<file path="config.mk">
export PLATFORM = sky130hd
export DESIGN_NAME = muldiv_unit
export DESIGN_NICKNAME = d
export VERILOG_FILES = /design/src/rtl/mips_pkg.sv /design/src/rtl/cond_negate.sv /design/src/rtl/muldiv_unit.sv
export SDC_FILE = /design/constraint.sdc
export NUM_CORES = 1
export LEC_CHECK = 0
export BUFFER_PORTS_ARGS = -buffer_cell sky130_fd_sc_hd__buf_2
export CAP_MARGIN = 5
export CORE_MARGIN = 3
export CORE_UTILIZATION = 45
export CTS_CLUSTER_SIZE = 12
export DETAILED_ROUTE_END_ITERATION = 8
export SLEW_MARGIN = 20
export SYNTH_ARGS = -nofsm -noshare
export SYNTH_HDL_FRONTEND = slang
export SYNTH_SLANG_ARGS = --single-unit
export TNS_END_PERCENT = 1
</file>
<file path="constraint.sdc">
create_clock -name clk -period 8.72 [get_ports clk]
set_clock_uncertainty 0.2 [all_clocks]
set_input_delay 0 -clock clk [delete_from_list [all_inputs] [get_ports clk]]
set_output_delay 0 -clock clk [all_outputs]
set_load 0.005 [all_outputs]
</file>
<file path="src/rtl/mips_pkg.sv">
`default_nettype none
// ============================================================================
// Module      : mips_pkg
// Description : Shared Mini-MIPS encodings for the multiply/divide path.
// Revision    : 1.0  initial release
// ============================================================================
package mips_pkg;

    localparam logic [2:0] MUL_OP_NOP   = 3'd0;
    localparam logic [2:0] MUL_OP_MULT  = 3'd1;
    localparam logic [2:0] MUL_OP_MULTU = 3'd2;
    localparam logic [2:0] MUL_OP_MADD  = 3'd3;
    localparam logic [2:0] MUL_OP_MADDU = 3'd4;
    localparam logic [2:0] MUL_OP_DIV   = 3'd5;
    localparam logic [2:0] MUL_OP_DIVU  = 3'd6;
    localparam logic [2:0] MUL_OP_RSVD  = 3'd7;

    typedef enum logic [1:0] {
        ST_IDLE = 2'd0,
        ST_RUN  = 2'd1,
        ST_FIX  = 2'd2
    } muldiv_state_t;

    function automatic logic is_valid_op(input logic [2:0] op);
        return (op != MUL_OP_NOP) && (op != MUL_OP_RSVD);
    endfunction

    function automatic logic is_div_op(input logic [2:0] op);
        return (op == MUL_OP_DIV) || (op == MUL_OP_DIVU);
    endfunction

    function automatic logic is_signed_op(input logic [2:0] op);
        return (op == MUL_OP_MULT) || (op == MUL_OP_MADD) || (op == MUL_OP_DIV);
    endfunction

endpackage
`default_nettype wire

</file>
<file path="src/rtl/cond_negate.sv">
`default_nettype none
// ============================================================================
// Module      : cond_negate
// Description : Two's-complement negation when neg is set, pass-through else.
// Revision    : 1.0  initial release
// ============================================================================
module cond_negate #(
    parameter int W = 32
) (
    input  logic [W-1:0] in,
    input  logic         neg,
    output logic [W-1:0] out
);

    assign out = neg ? (~in + W'(1)) : in;

endmodule
`default_nettype wire

</file>
<file path="src/rtl/muldiv_unit.sv">
`default_nettype none
// ============================================================================
// Module      : muldiv_unit
// Description : Iterative radix-2 multiply/divide unit with HI/LO registers.
// Revision    : 1.0  initial release
// ============================================================================
module muldiv_unit
    import mips_pkg::*;
#(
    parameter int WIDTH = 32
) (
    input  logic             clk,
    input  logic             rst,
    input  logic [WIDTH-1:0] in1,
    input  logic [WIDTH-1:0] in2,
    input  logic [2:0]       mul_op,
    input  logic             hi_wr,
    input  logic             lo_wr,
    input  logic             abort,
    output logic [WIDTH-1:0] hi,
    output logic [WIDTH-1:0] lo,
    output logic             busy,
    output logic             done,
    output logic             div_zero
);

    localparam int CNT_W = $clog2(WIDTH) + 1;

    muldiv_state_t      r_state, w_state_nxt;
    logic [WIDTH-1:0]   r_p, r_q, r_m;
    logic [CNT_W-1:0]   r_cnt;
    logic [2:0]         r_op;
    logic               r_neg_res, r_neg_rem;

    logic               w_accept, w_is_div, w_div_by_zero, w_sign_a, w_sign_b, w_run_div;
    logic [WIDTH-1:0]   w_mag_a, w_mag_b, w_quo, w_rem;
    logic [WIDTH:0]     w_add_a, w_add_b, w_mul_step;
    logic [WIDTH+1:0]   w_sum;
    logic [2*WIDTH-1:0] w_prod, w_result;

    assign w_accept      = (r_state == ST_IDLE) && is_valid_op(mul_op) && !abort;
    assign w_is_div      = is_div_op(mul_op);
    assign w_div_by_zero = w_is_div && (in2 == '0);
    assign w_sign_a      = is_signed_op(mul_op) && in1[WIDTH-1];
    assign w_sign_b      = is_signed_op(mul_op) && in2[WIDTH-1];

    cond_negate #(.W(WIDTH)) u_mag_a (.in(in1), .neg(w_sign_a), .out(w_mag_a));
    cond_negate #(.W(WIDTH)) u_mag_b (.in(in2), .neg(w_sign_b), .out(w_mag_b));

    // Shared adder: shift-add for multiply, trial subtract (carry-out = no borrow) for divide
    assign w_run_div  = is_div_op(r_op);
    assign w_add_a    = w_run_div ? {r_p, r_q[WIDTH-1]} : {1'b0, r_p};
    assign w_add_b    = w_run_div ? ~{1'b0, r_m} : {1'b0, r_m};
    assign w_sum      = {1'b0, w_add_a} + {1'b0, w_add_b} + {{(WIDTH+1){1'b0}}, w_run_div};
    assign w_mul_step = r_q[0] ? w_sum[WIDTH:0] : {1'b0, r_p};

    cond_negate #(.W(2*WIDTH)) u_fix_prod (.in({r_p, r_q}), .neg(r_neg_res), .out(w_prod));
    cond_negate #(.W(WIDTH))   u_fix_quo  (.in(r_q),        .neg(r_neg_res), .out(w_quo));
    cond_negate #(.W(WIDTH))   u_fix_rem  (.in(r_p),        .neg(r_neg_rem), .out(w_rem));

    always_comb begin
        w_result = w_prod;
        case (r_op)
            MUL_OP_MADD, MUL_OP_MADDU: w_result = {hi, lo} + w_prod;
            MUL_OP_DIV, MUL_OP_DIVU:   w_result = {w_rem, w_quo};
            default:                   w_result = w_prod;
        endcase
    end

    always_ff @(posedge clk) begin
        if (!rst) r_state <= ST_IDLE;
        else      r_state <= w_state_nxt;
    end

    always_comb begin
        w_state_nxt = r_state;
        busy        = 1'b0;
        case (r_state)
            ST_IDLE: begin
                if (w_accept) w_state_nxt = w_div_by_zero ? ST_FIX : ST_RUN;
            end
            ST_RUN: begin
                busy = 1'b1;
                if (abort)              w_state_nxt = ST_IDLE;
                else if (r_cnt == '0)   w_state_nxt = ST_FIX;
            end
            ST_FIX: begin
                busy        = 1'b1;
                w_state_nxt = ST_IDLE;
            end
            default: w_state_nxt = ST_IDLE;
        endcase
    end

    always_ff @(posedge clk) begin
        if (!rst) begin
            hi        <= '0;
            lo        <= '0;
            done      <= 1'b0;
            div_zero  <= 1'b0;
            r_p       <= '0;
            r_q       <= '0;
            r_m       <= '0;
            r_cnt     <= '0;
            r_op      <= MUL_OP_NOP;
            r_neg_res <= 1'b0;
            r_neg_rem <= 1'b0;
        end else begin
            done <= 1'b0;
            case (r_state)
                ST_IDLE: begin
                    if (w_accept) begin
                        r_op      <= mul_op;
                        r_p       <= '0;
                        r_q       <= w_is_div ? w_mag_a : w_mag_b;
                        r_m       <= w_is_div ? w_mag_b : w_mag_a;
                        r_cnt     <= CNT_W'(WIDTH - 1);
                        r_neg_res <= w_sign_a ^ w_sign_b;
                        r_neg_rem <= w_sign_a;
                        div_zero  <= w_div_by_zero;
                    end else begin
                        if (hi_wr) hi <= in1;
                        if (lo_wr) lo <= in1;
                    end
                end
                ST_RUN: begin
                    if (!abort) begin
                        r_cnt <= r_cnt - CNT_W'(1);
                        if (w_run_div) begin
                            if (w_sum[WIDTH+1]) r_p <= w_sum[WIDTH-1:0];
                            else                r_p <= {r_p[WIDTH-2:0], r_q[WIDTH-1]};
                            r_q <= {r_q[WIDTH-2:0], w_sum[WIDTH+1]};
                        end else begin
                            r_p <= w_mul_step[WIDTH:1];
                            r_q <= {w_mul_step[0], r_q[WIDTH-1:1]};
                        end
                    end
                end
                ST_FIX: begin
                    if (!abort) begin
                        done <= 1'b1;
                        // A zero divisor leaves HI/LO untouched; only the flag reports it
                        if (!div_zero) {hi, lo} <= w_result;
                    end
                end
                default: ;
            endcase
        end
    end

endmodule
`default_nettype wire
</file>
==> results.tsv, run 1 <==
metric	value	unit
status	completed	
Synth Net Count	3091	
IO Pins	139	
syn_area_per_cell	6.78	um^2
Seq pwr share	28.1	%
routed vias/inst	6.37	
Vias	22600	
layout cell share with drive strength beyond 1	8.43	%
most frequent cells in the layout	471 x nand2_1, 305 x a21oi_1, 259 x nor2_1	
area share of the largest cell type after synthesis	17.8	%
clock buffer depth	2	
grt total ovfl	0	
VDD IR-drop max	0.141	mV
flops & latches, synth	175	
GRT Overall Usage	35.7	%
CP Launch Type	flop	
post-CTS setup buffers	0	
Period Utilization, post-route	71.6	%
drt wl/cell	24.1	um
Area Growth Syn to Fin	12.2	%
leak pwr	9.30	nW
Mapped Cells	2899	
Compound-Gate Fraction of Synth Area	30.9	%
drt first pass iters	6	
largest family of logic cells by synthesized area	compound AO/OA/AOI/OAI gates	
clk sinks	175	
CP cell instances	nor4_1, nand4bb_1, nor4_1, nand2_1, nor3_1, nor2_1, xor2_1, ha_1, nand2_1, or3_1, or4_1, o31ai_1, or2_2, a311oi_1, xnor2_1, a221oi_1, a2111oi_0	
mux share of post-synthesis cell area	2.78	%
Power Internal	0.00215	W
Post-DP HPWL	63.9	mm
Sum Neg Setup Slack	0	ns
Maximum Capacitance Violations	0	
setup ws final	2.48	ns
Port Buf Inserts	138	
max incr delay on CP	1.04	ns
final setup violation count	0	
post-synthesis simple-gate area fraction	24.1	%
Req. time, crit path	8.90	ns
Power Density	194	nW/um^2
vias in the first global route	20600	
relative slew slack	17.6	%
Worst-Margin Slew	1.22	ns
DRT Wirelength	85.5	mm
combinational share of power	52.3	%
worst hold slack	0.101	ns
power consumption	0.00427	W
CP endpoint kind	flop	
Final Net Count	3146	
dpl ws	2.66	ns
worst reg-to-reg path cell count	17	
commonest non-fill, non-tap cell in the layout	nand2_1	
crit path kind	reg -> reg	
DR iter-0 viols	2607	
Yosys warning total	0	
HP Class	in -> reg	
Routed Antenna Nets	0	
Std-Cell Rows	75	
Psw	0.00213	W
Layout fillers	4315	
cts repair resizes	0	
EDFF count, synth	0	
Finished Core Util	51.9	%
RSZ-0062 raised after global routing	no	
largest net degree at the start of global routing	92	
distinct cell type count after synthesis	82	
worst flop-to-flop path endpoint	hi[27]	
f_max	160	MHz
Initial Utilization	46.2	%
worst hold path cell count	3	
FFs w/ async S/R, synth	0	%
residual DRC count	0	
Reg2Reg Setup Slack	2.48	ns
Slew Limit Fails	0	
Clock Latency Late Sink	0.51	ns
top cells by area, synth	dfxtp_1 18%, nand2_1 9.0%, a21oi_1 7.8%	
Adder-Cell Fraction of Synth Area	7.71	%
clock share of power	19.6	%
CP max FO	9	
Slowest cell on crit path	nor4_1	
GPL Wtd Cong	0.962	
Clock Pin Slew Worst Setup and Hold Paths	0.08	ns
initial antenna violation count	1	
Final Hold Viols	0	
Die X	215	um
Synth Flop Type	dfxtp_1	
H-Tree Depth	4	
CTS tree	done	
minimum clock period	6.24	ns
Inserted Clock Buffers	17	
global-route wire length before repair	128	mm
Die Y-Extent	215	um
Hold Path End	done	
Arr. time, crit path	6.43	ns
reg-to-reg startpoint	r_q[2]	
mapped cell area	19700	um^2
area leader, netlist	dfxtp_1	
cts hold-fix bufs	91	
Hold Startpoint	abort	
switch share	49.8	%
Seq/Total Area, Yosys	17.8	%
full die area	46200	um^2
Synth Area in XOR/XNOR	11.2	%
Root Buffer	clkbuf_16	
core area	42500	um^2
## power by group through the flow
| stage | Sequential (W) | Clock (W) | Combinational (W) |
|---|---|---|---|
| 2_1_floorplan | 0.00110 | 0 | 0.00146 |
| 3_3_place_gp | 0.00120 | 0 | 0.00212 |
| 3_5_place_dp | 0.00121 | 0 | 0.00212 |
| 4_1_cts | 0.00119 | 0.000848 | 0.00218 |
| 5_1_grt | 0.00122 | 0.000873 | 0.00242 |
| 6_report | 0.00120 | 0.000838 | 0.00224 |
## critical path, delay by kind of cell (launching register included)
family / cells / cell delay, ns
AND/OR/NAND/NOR: 10 / 3.99
AO/OA/AOI/OAI: 4 / 0.80
flip-flops: 1 / 0.39
XOR/XNOR: 2 / 0.37
adder cells (fa/ha/maj): 1 / 0.34
## Yosys cell counts, types with 14 or more instances
cell type and count:
nand4_1 38, nand2b_1 20, xor2_1 84, o31ai_1 40
or4_1 20, or3_1 24, mux2i_1 49, buf_1 33
a221oi_1 15, a31oi_1 26, clkbuf_1 184, nor2_1 262
ha_1 118, dfxtp_1 175, o21ai_0 209, nor3_1 71
nand2_1 473, inv_1 56, xnor2_1 167, a21oi_1 306
o21bai_1 17, a211oi_1 52, nand3_1 56, and2_1 14
nor4_1 25, a21o_1 55, o211ai_1 55, o22ai_1 16
o41ai_1 15, a22o_1 16
## final cells by class
cell class	instances	area, um^2	area share [%]
Tap cell	577	722	3.27
Inverter	58	218	0.987
Timing Repair Buffer	260	1850	8.37
Clock inverter	15	170	0.771
Antenna cell	5	12.5	0.0567
Multi-Input combinational cell	2442	15200	68.7
Sequential cell	175	3510	15.9
Clock buffer	17	425	1.93
## metrics by stage
stage               cell area [um^2]  cells
CTS                            22000   3544
finish                         22100   3549
global placement               20500   3421
detailed placement             20500   3421
global route                   22000   3544
floorplan                      19700   2899
## cells by family after synthesis
family          Yosys count
simple gates           1059
compound gates          958
mux                      54
xor+xnor                251
flops                   175
fa+ha+maj               120
buf+inv                 282
## worst max-delay path by stage
| stage | start | endpoint | slack (ns) |
|---|---|---|---|
| floorplan | r_q[20] | hi[27] | 3.32 |
| CTS | r_q[2] | hi[27] | 2.65 |
| detailed placement | r_q[2] | hi[27] | 2.66 |
| global route | r_q[2] | hi[27] | 2.01 |
| global placement | r_p[0] | hi[27] | 2.81 |
| finish | r_q[2] | hi[27] | 2.48 |
## sequential cells by signal, indices dropped and copies added (netlist names), 2 cells and up
register and flops:
r_op 3, lo 32, r_q 32, r_cnt 6, r_state 2, r_p 32, hi 32, r_m 32
## metal layers
| layer | GRT usage (%) | wire length, um |
|---|---|---|
| met5 | 0 | 0 |
| met4 | 13.4 | 3350 |
| met3 | 7.36 | 8140 |
| met2 | 52.2 | 35600 |
| met1 | 51.3 | 38400 |
(Power assumes the default switching activity.)
==> run 2, diff against run 1 <==
Settings changed: ABC_AREA set to 1.
Clock period 8.72 ns to 5.1 ns, I/O delays scaled along.
==> results.tsv, run 2 <==
metric	value	unit	change
core area	48300	um^2	+14%
clock buffer depth	2		unchanged
layout cell share with drive strength beyond 1	8.16	%	-0.27 points
Period Utilization, post-route	95.5	%	+24 points
CP endpoint kind	flop		
CP dominant cell by count	nand2_1		
most numerous cell in the Yosys netlist	nand2_1		
commonest non-fill, non-tap cell in the layout	nand2_1		
grt total ovfl	0		unchanged
FFs w/ async S/R, synth	0	%	unchanged
Mapped Cells	3935		+36%
Final Net Count	4237		+35%
most frequent cells in the layout	943 x nand2_1, 471 x nor2_1, 424 x inv_1		
Arr. time, crit path	5.08	ns	-1.35 ns
Power Density	320	nW/um^2	+65%
H-Tree Depth	4		unchanged
drt first pass iters	8		+2
met3 Use GR	5.45	%	-1.9 points
Post-DP HPWL	80.9	mm	+27%
routed vias/inst	5.72		-10%
Slowest cell on crit path	dfxtp_1		
met1 Use GR	50.2	%	-1.1 points
Cell Area, Placed	23400	um^2	+14%
EDFF count, synth	0		unchanged
area share of the largest cell type after synthesis	15.9	%	-2.0 points
Layout fillers	5316		+23%
Synth Flop Type	dfxtp_1		
Seq/Total Area, Yosys	15.7	%	-2.1 points
area leader, netlist	nand2_1		
ant diodes	0		-5
largest net degree at the start of global routing	87		-5.4%
CP max FO	10		+1
final setup violation count	0		unchanged
Yosys warning total	0		unchanged
Initial Utilization	46.2	%	-0.080 points
Synth Net Count	4127		+34%
global-route wire length before repair	150	mm	+17%
GR peak layer	met2		
Clock Pin Slew Worst Setup and Hold Paths	0.07	ns	about the same
vias in the first global route	24800		+20%
Vias	27000		+19%
Inserted Clock Buffers	17		unchanged
Req. time, crit path	5.31	ns	-3.59 ns
post-CTS setup buffers	0		unchanged
Final Non-Filler Cells	4714		+33%
Die Y-Extent	229	um	+6.4%
crit path kind	reg -> reg		
synth cell count leaders	943 x nand2_1, 474 x nor2_1, 424 x inv_1		
mapped cell area	22300	um^2	+14%
leak pwr	11.5	nW	+23%
Routed Antenna Nets	0		unchanged
IO Pins	139		unchanged
distinct cell type count after synthesis	59		-28%
GPL Wtd Cong	1.01		+5.4%
minimum clock period	4.87	ns	-1.37 ns
final instance area	25000	um^2	+13%
HP Class	in -> reg		
Root Buffer	clkbuf_16		
Die X	229	um	+6.4%
clk sinks	175		unchanged
drt wl/cell	21.3	um	-11%
Clock Latency Late Sink	0.50	ns	about the same
CTS tree	done		
Worst-Margin Slew	1.02	ns	-0.200 ns
GRT Overall Usage	37.2	%	+1.5 points
f_max	205	MHz	+28%
DRT Wirelength	101	mm	+18%
Final Hold Viols	0		unchanged
Maximum Capacitance Violations	0		unchanged
VDD IR-drop max	0.300	mV	+110%
residual DRC count	0		unchanged
met2 Use GR	58.0	%	+5.7 points
syn_area_per_cell	5.67	um^2	-16%
top cells by area, synth	nand2_1 16%, dfxtp_1 16%, a21oi_1 8.4%		
CP Launch Type	flop		
DR iter-0 viols	3035		+16%
Area Growth Syn to Fin	11.8	%	
RSZ-0062 raised after global routing	no		
Port Buf Inserts	138		unchanged
initial antenna violation count	1		unchanged
status	completed		
CP cell instances	inv_1, ha_1, nand2_1, nor2_2, nand2_1, nor3_1, xor2_1, a21oi_1, ha_1, inv_1, o21ai_0, a21oi_1, nor2_1, nor2_1, o21ai_0, a21oi_1, nand2_1, inv_1, nand2_1, nand3_1, nand2_1, nand2_1, a21oi_1		
Slew Limit Fails	0		unchanged
flops & latches, synth	175		unchanged
full die area	52300	um^2	+13%
Std-Cell Rows	80		+6.7%
Finished Core Util	51.6	%	-0.28 points
Placed Cells incl. Taps	4593		+34%
max incr delay on CP	0.49	ns	-0.55 ns
relative slew slack	31.6	%	+14 points
Sum Neg Setup Slack	0	ns	unchanged
power consumption	0.00798	W	+87%
[run 2: cell count changes after synthesis, sizes merged, moves of 36 or more]
cell    change
nand3     +280
a211oi     -50
o211ai     +47
o21ai     +106
a21oi      +75
o31ai      -36
xnor2     -122
nor2      +236
mux2i      -49
a21o       -43
nand2     +486
inv       +381
clkbuf     -70
[run 2: metal layers]
metal	part of all wire [%]	vias to the layer above
li1	-	13200
met1	43	12300
met2	43	1256
met3	8.0	208
met4	5.4	2
met5	0.013	-
[run 2: what timing repair did]
item,4_1_cts,5_1_grt
endpoints found under the hold margin,104,0
hold buffers,89,0
resized for setup,0,2
setup endpoints to repair,0,5
[run 2: cells by family after synthesis]
family	after synthesis	synth area share [%]
and+or+nand+nor	1950	37.2
AOI/OAI and AO/OA	911	23.1
buffers and inverters	622	11.0
DFF	175	15.7
xor gates and xnor gates	157	6.16
adders and majority gates	120	6.80
[run 2: stage by stage]
step	setup slack [ns]	hold WS, ns
floorplan	1.30	-0.121
global placement	0.280	0.00950
detailed placement	0.284	0.00820
CTS	0.249	0.00123
global route	0.0151	0.0452
finish	0.230	0.0308
[run 2: layout make-up]
class	count	area [um^2]	share of cell area [%]
flip-flops and latches	175	3510	14.0
clock buffers	19	453	1.81
clock inverters	13	173	0.692
repair buffers	270	1940	7.79
well taps	656	821	3.29
inverters	443	1660	6.66
multi-input cells	3138	16400	65.7
[run 2: power breakdown]
| part | internal [W] | total, W | switching, W |
|---|---|---|---|
| logic | 0.00139 | 0.00453 | 0.00314 |
| registers | 0.00164 | 0.00196 | 0.000324 |
| clock network | 0.000807 | 0.00149 | 0.000685 |
[run 2: path summary, 6_finish.rpt]
kind / from / end / slack, ns / depth (start not counted)
max: r_p[0] / hi[31] / 0.23 / 23
min: in2[1] / r_m[5] / 0.03 / 8
max reg2reg: r_p[0] / hi[31] / 0.23 / 23
min reg2reg: r_cnt[5] / r_cnt[5] / 0.26 / 1
[run 2: worst max-delay path, delay by kind of cell, from the launching register on]
| kind | cells | cell delay, ns |
|---|---|---|
| buffers and inverters | 3 | 0.32 |
| AO/OA/AOI/OAI | 6 | 1.13 |
| XOR/XNOR | 1 | 0.20 |
| adder cells (fa/ha/maj) | 2 | 0.67 |
| AND/OR/NAND/NOR | 11 | 1.81 |
| flip-flops | 1 | 0.49 |
==> run 3, diff against run 2 <==
Settings changed: GPL_TIMING_DRIVEN set to 0.
==> results.tsv, run 3 (synthesized netlist as in run 2, its figures left out) <==
metric	value	unit	change
status	finished with violations		
failing checks	negative setup slack		
Period Utilization, post-route	100	%	+4.9 points
full die area	52300	um^2	unchanged
commonest non-fill, non-tap cell in the layout	nand2_1		
met3 Use GR	6.77	%	+1.3 points
IO Pins	139		unchanged
Root Buffer	clkbuf_16		
crit path kind	reg -> reg		
post-CTS setup buffers	0		unchanged
Inserted Clock Buffers	17		unchanged
CP max FO	10		unchanged
Power Internal	0.00373	W	-2.7%
clock share of power	17.8	%	-0.9 points
Initial Utilization	46.2	%	unchanged
Worst-Margin Slew	1.07	ns	+0.0477 ns
Die X	229	um	unchanged
Power Density	319	nW/um^2	-0.14%
DR iter-0 viols	3239		+6.7%
Psw	0.00438	W	+5.7%
Post-DP HPWL	92.5	mm	+14%
area of the multi-input gates	16400	um^2	about the same
met2 Use GR	64.7	%	+6.7 points
relative slew slack	28.0	%	-3.6 points
Final Net Count	4372		+3.2%
GRT Overall Usage	41.0	%	+3.8 points
power consumption	0.00811	W	+1.7%
dpl ws	-1.03	ns	-1.31 ns
DRT Wirelength	111	mm	+10%
Reg2Reg Setup Slack	-0.02	ns	-0.25 ns
Hold Path End	lo[30]		
combinational share of power	58.0	%	+1.3 points
routed vias/inst	5.80		+1.5%
Clock Latency Late Sink	0.50	ns	about the same
largest net degree at the start of global routing	23		-74%
layout cell share with drive strength beyond 1	8.06	%	-0.096 points
clk sinks	175		unchanged
Area Growth Syn to Fin	13.8	%	
switch share	54.0	%	+2.0 points
Port Buf Inserts	138		unchanged
CP endpoint kind	flop		
Arr. time, crit path	5.34	ns	+0.26 ns
initial antenna violation count	0		-1
Req. time, crit path	5.32	ns	about the same
final setup violation count	1		+1
grt total ovfl	0		unchanged
clock buffer depth	2		unchanged
minimum clock period	5.12	ns	+0.248 ns
H-Tree Depth	4		unchanged
Seq pwr share	24.2	%	-0.4 points
setup ws final	-0.0175	ns	-0.248 ns
VDD IR-drop max	0.332	mV	+11%
Cell Area, Placed	23800	um^2	+1.7%
ant diodes	0		unchanged
reg-to-reg startpoint	r_neg_res		
worst flop-to-flop path endpoint	hi[29]		
Clock Pin Slew Worst Setup and Hold Paths	0.09	ns	+0.02 ns
met1 Use GR	53.2	%	+3.0 points
GR peak layer	met2		
Reg area	3500	um^2	about the same
Maximum Capacitance Violations	0		unchanged
Final Hold Viols	0		unchanged
drt first pass iters	7		-1
Sum Neg Setup Slack	-0.0175	ns	-0.0175 ns
GPL Wtd Cong	1.04		+3.0%
drt wl/cell	22.9	um	+7.2%
Layout fillers	5412		+1.8%
vias in the first global route	25700		+3.6%
residual DRC count	0		unchanged
f_max	195	MHz	-4.8%
most frequent cells in the layout	942 x nand2_1, 473 x nor2_1, 424 x inv_1		
Hold Startpoint	in1[30]		
Vias	28100		+4.4%
Routed Antenna Nets	0		unchanged
worst reg-to-reg path cell count	18		-22%
global-route wire length before repair	162	mm	+8.1%
core area	48300	um^2	unchanged
final instance area	25400	um^2	+1.8%
Die Y-Extent	229	um	unchanged
HP Class	in -> reg		
leak pwr	11.6	nW	+1.6%
worst hold path cell count	5		-3
CTS tree	done		
Std-Cell Rows	80		unchanged
RSZ-0062 raised after global routing	yes		
Slew Limit Fails	0		unchanged
CP Launch Type	flop		
-- run 3: changes by cell type in the layout (fill, tap and decap cells not counted), sizes merged --
cell	delta
bufinv	-3
clkinvlp	-2
buf	+21
clkinv	+3
clkbuf	+112
inv	+4
-- run 3: area by class of cell --
class                   count  area share [%]
multi-input cells        3138            64.6
flip-flops and latches    175            13.8
inverters                 443            6.56
clock inverters            15           0.842
plain buffers             178            3.13
repair buffers            227            6.23
clock buffers              17            1.67
well taps                 656            3.23
-- run 3: critical path, cell delays in order (launching register included) --
cell,delay (ns)
dfxtp_1,0.37
clkbuf_1,0.20
clkbuf_1,0.60
buf_1,0.59
nand2_1,0.14
xor2_1,0.45
ha_1,0.28
nand2_1,0.13
nor2_1,0.29
nand3_1,0.10
o21ai_0,0.57
nand2_1,0.18
nand2_2,0.20
nand4_1,0.18
nand3_1,0.12
nand3_1,0.16
nand2_1,0.10
nand2_1,0.05
a21oi_1,0.12
-- run 3: how the worst max path moves through the flow --
stage,depth (start not counted),end,start
4_1_cts,24,hi[27],r_q[0]
2_1_floorplan,25,hi[27],r_q[0]
6_report,18,hi[29],r_neg_res
3_3_place_gp,25,hi[27],r_q[0]
3_5_place_dp,25,hi[27],r_q[0]
5_1_grt,17,hi[21],r_neg_res
-- run 3: per-layer routing --
metal	wire length [um]	part of all wire [%]
met1	45000	41
met2	48100	43
met3	10700	9.6
met4	7160	6.5
met5	0	0
-- run 3: stage by stage --
step	cells	hold slack [ns]	utilization, %
6_report	4849	0.0801	52.5
3_5_place_dp	4729	0.0615	49.3
2_1_floorplan	3935	-0.121	-
4_1_cts	4849	0.00899	52.5
5_1_grt	4849	0.0686	52.5
3_3_place_gp	4729	0.0778	49.3
-- run 3: power groups by stage --
stage               clock [W]  combinational [W]  sequential [W]
global route          0.00149            0.00507         0.00199
finish                0.00144            0.00470         0.00196
floorplan                   0            0.00285         0.00186
CTS                   0.00145            0.00451         0.00194
detailed placement          0            0.00441         0.00197
global placement            0            0.00442         0.00198
-- run 3: timing repair --
action,4_1_cts,5_1_grt
setup endpoints to repair,43,25
hold endpoints to repair,106,0
hold buffers,89,0
gates resized for setup,4,9
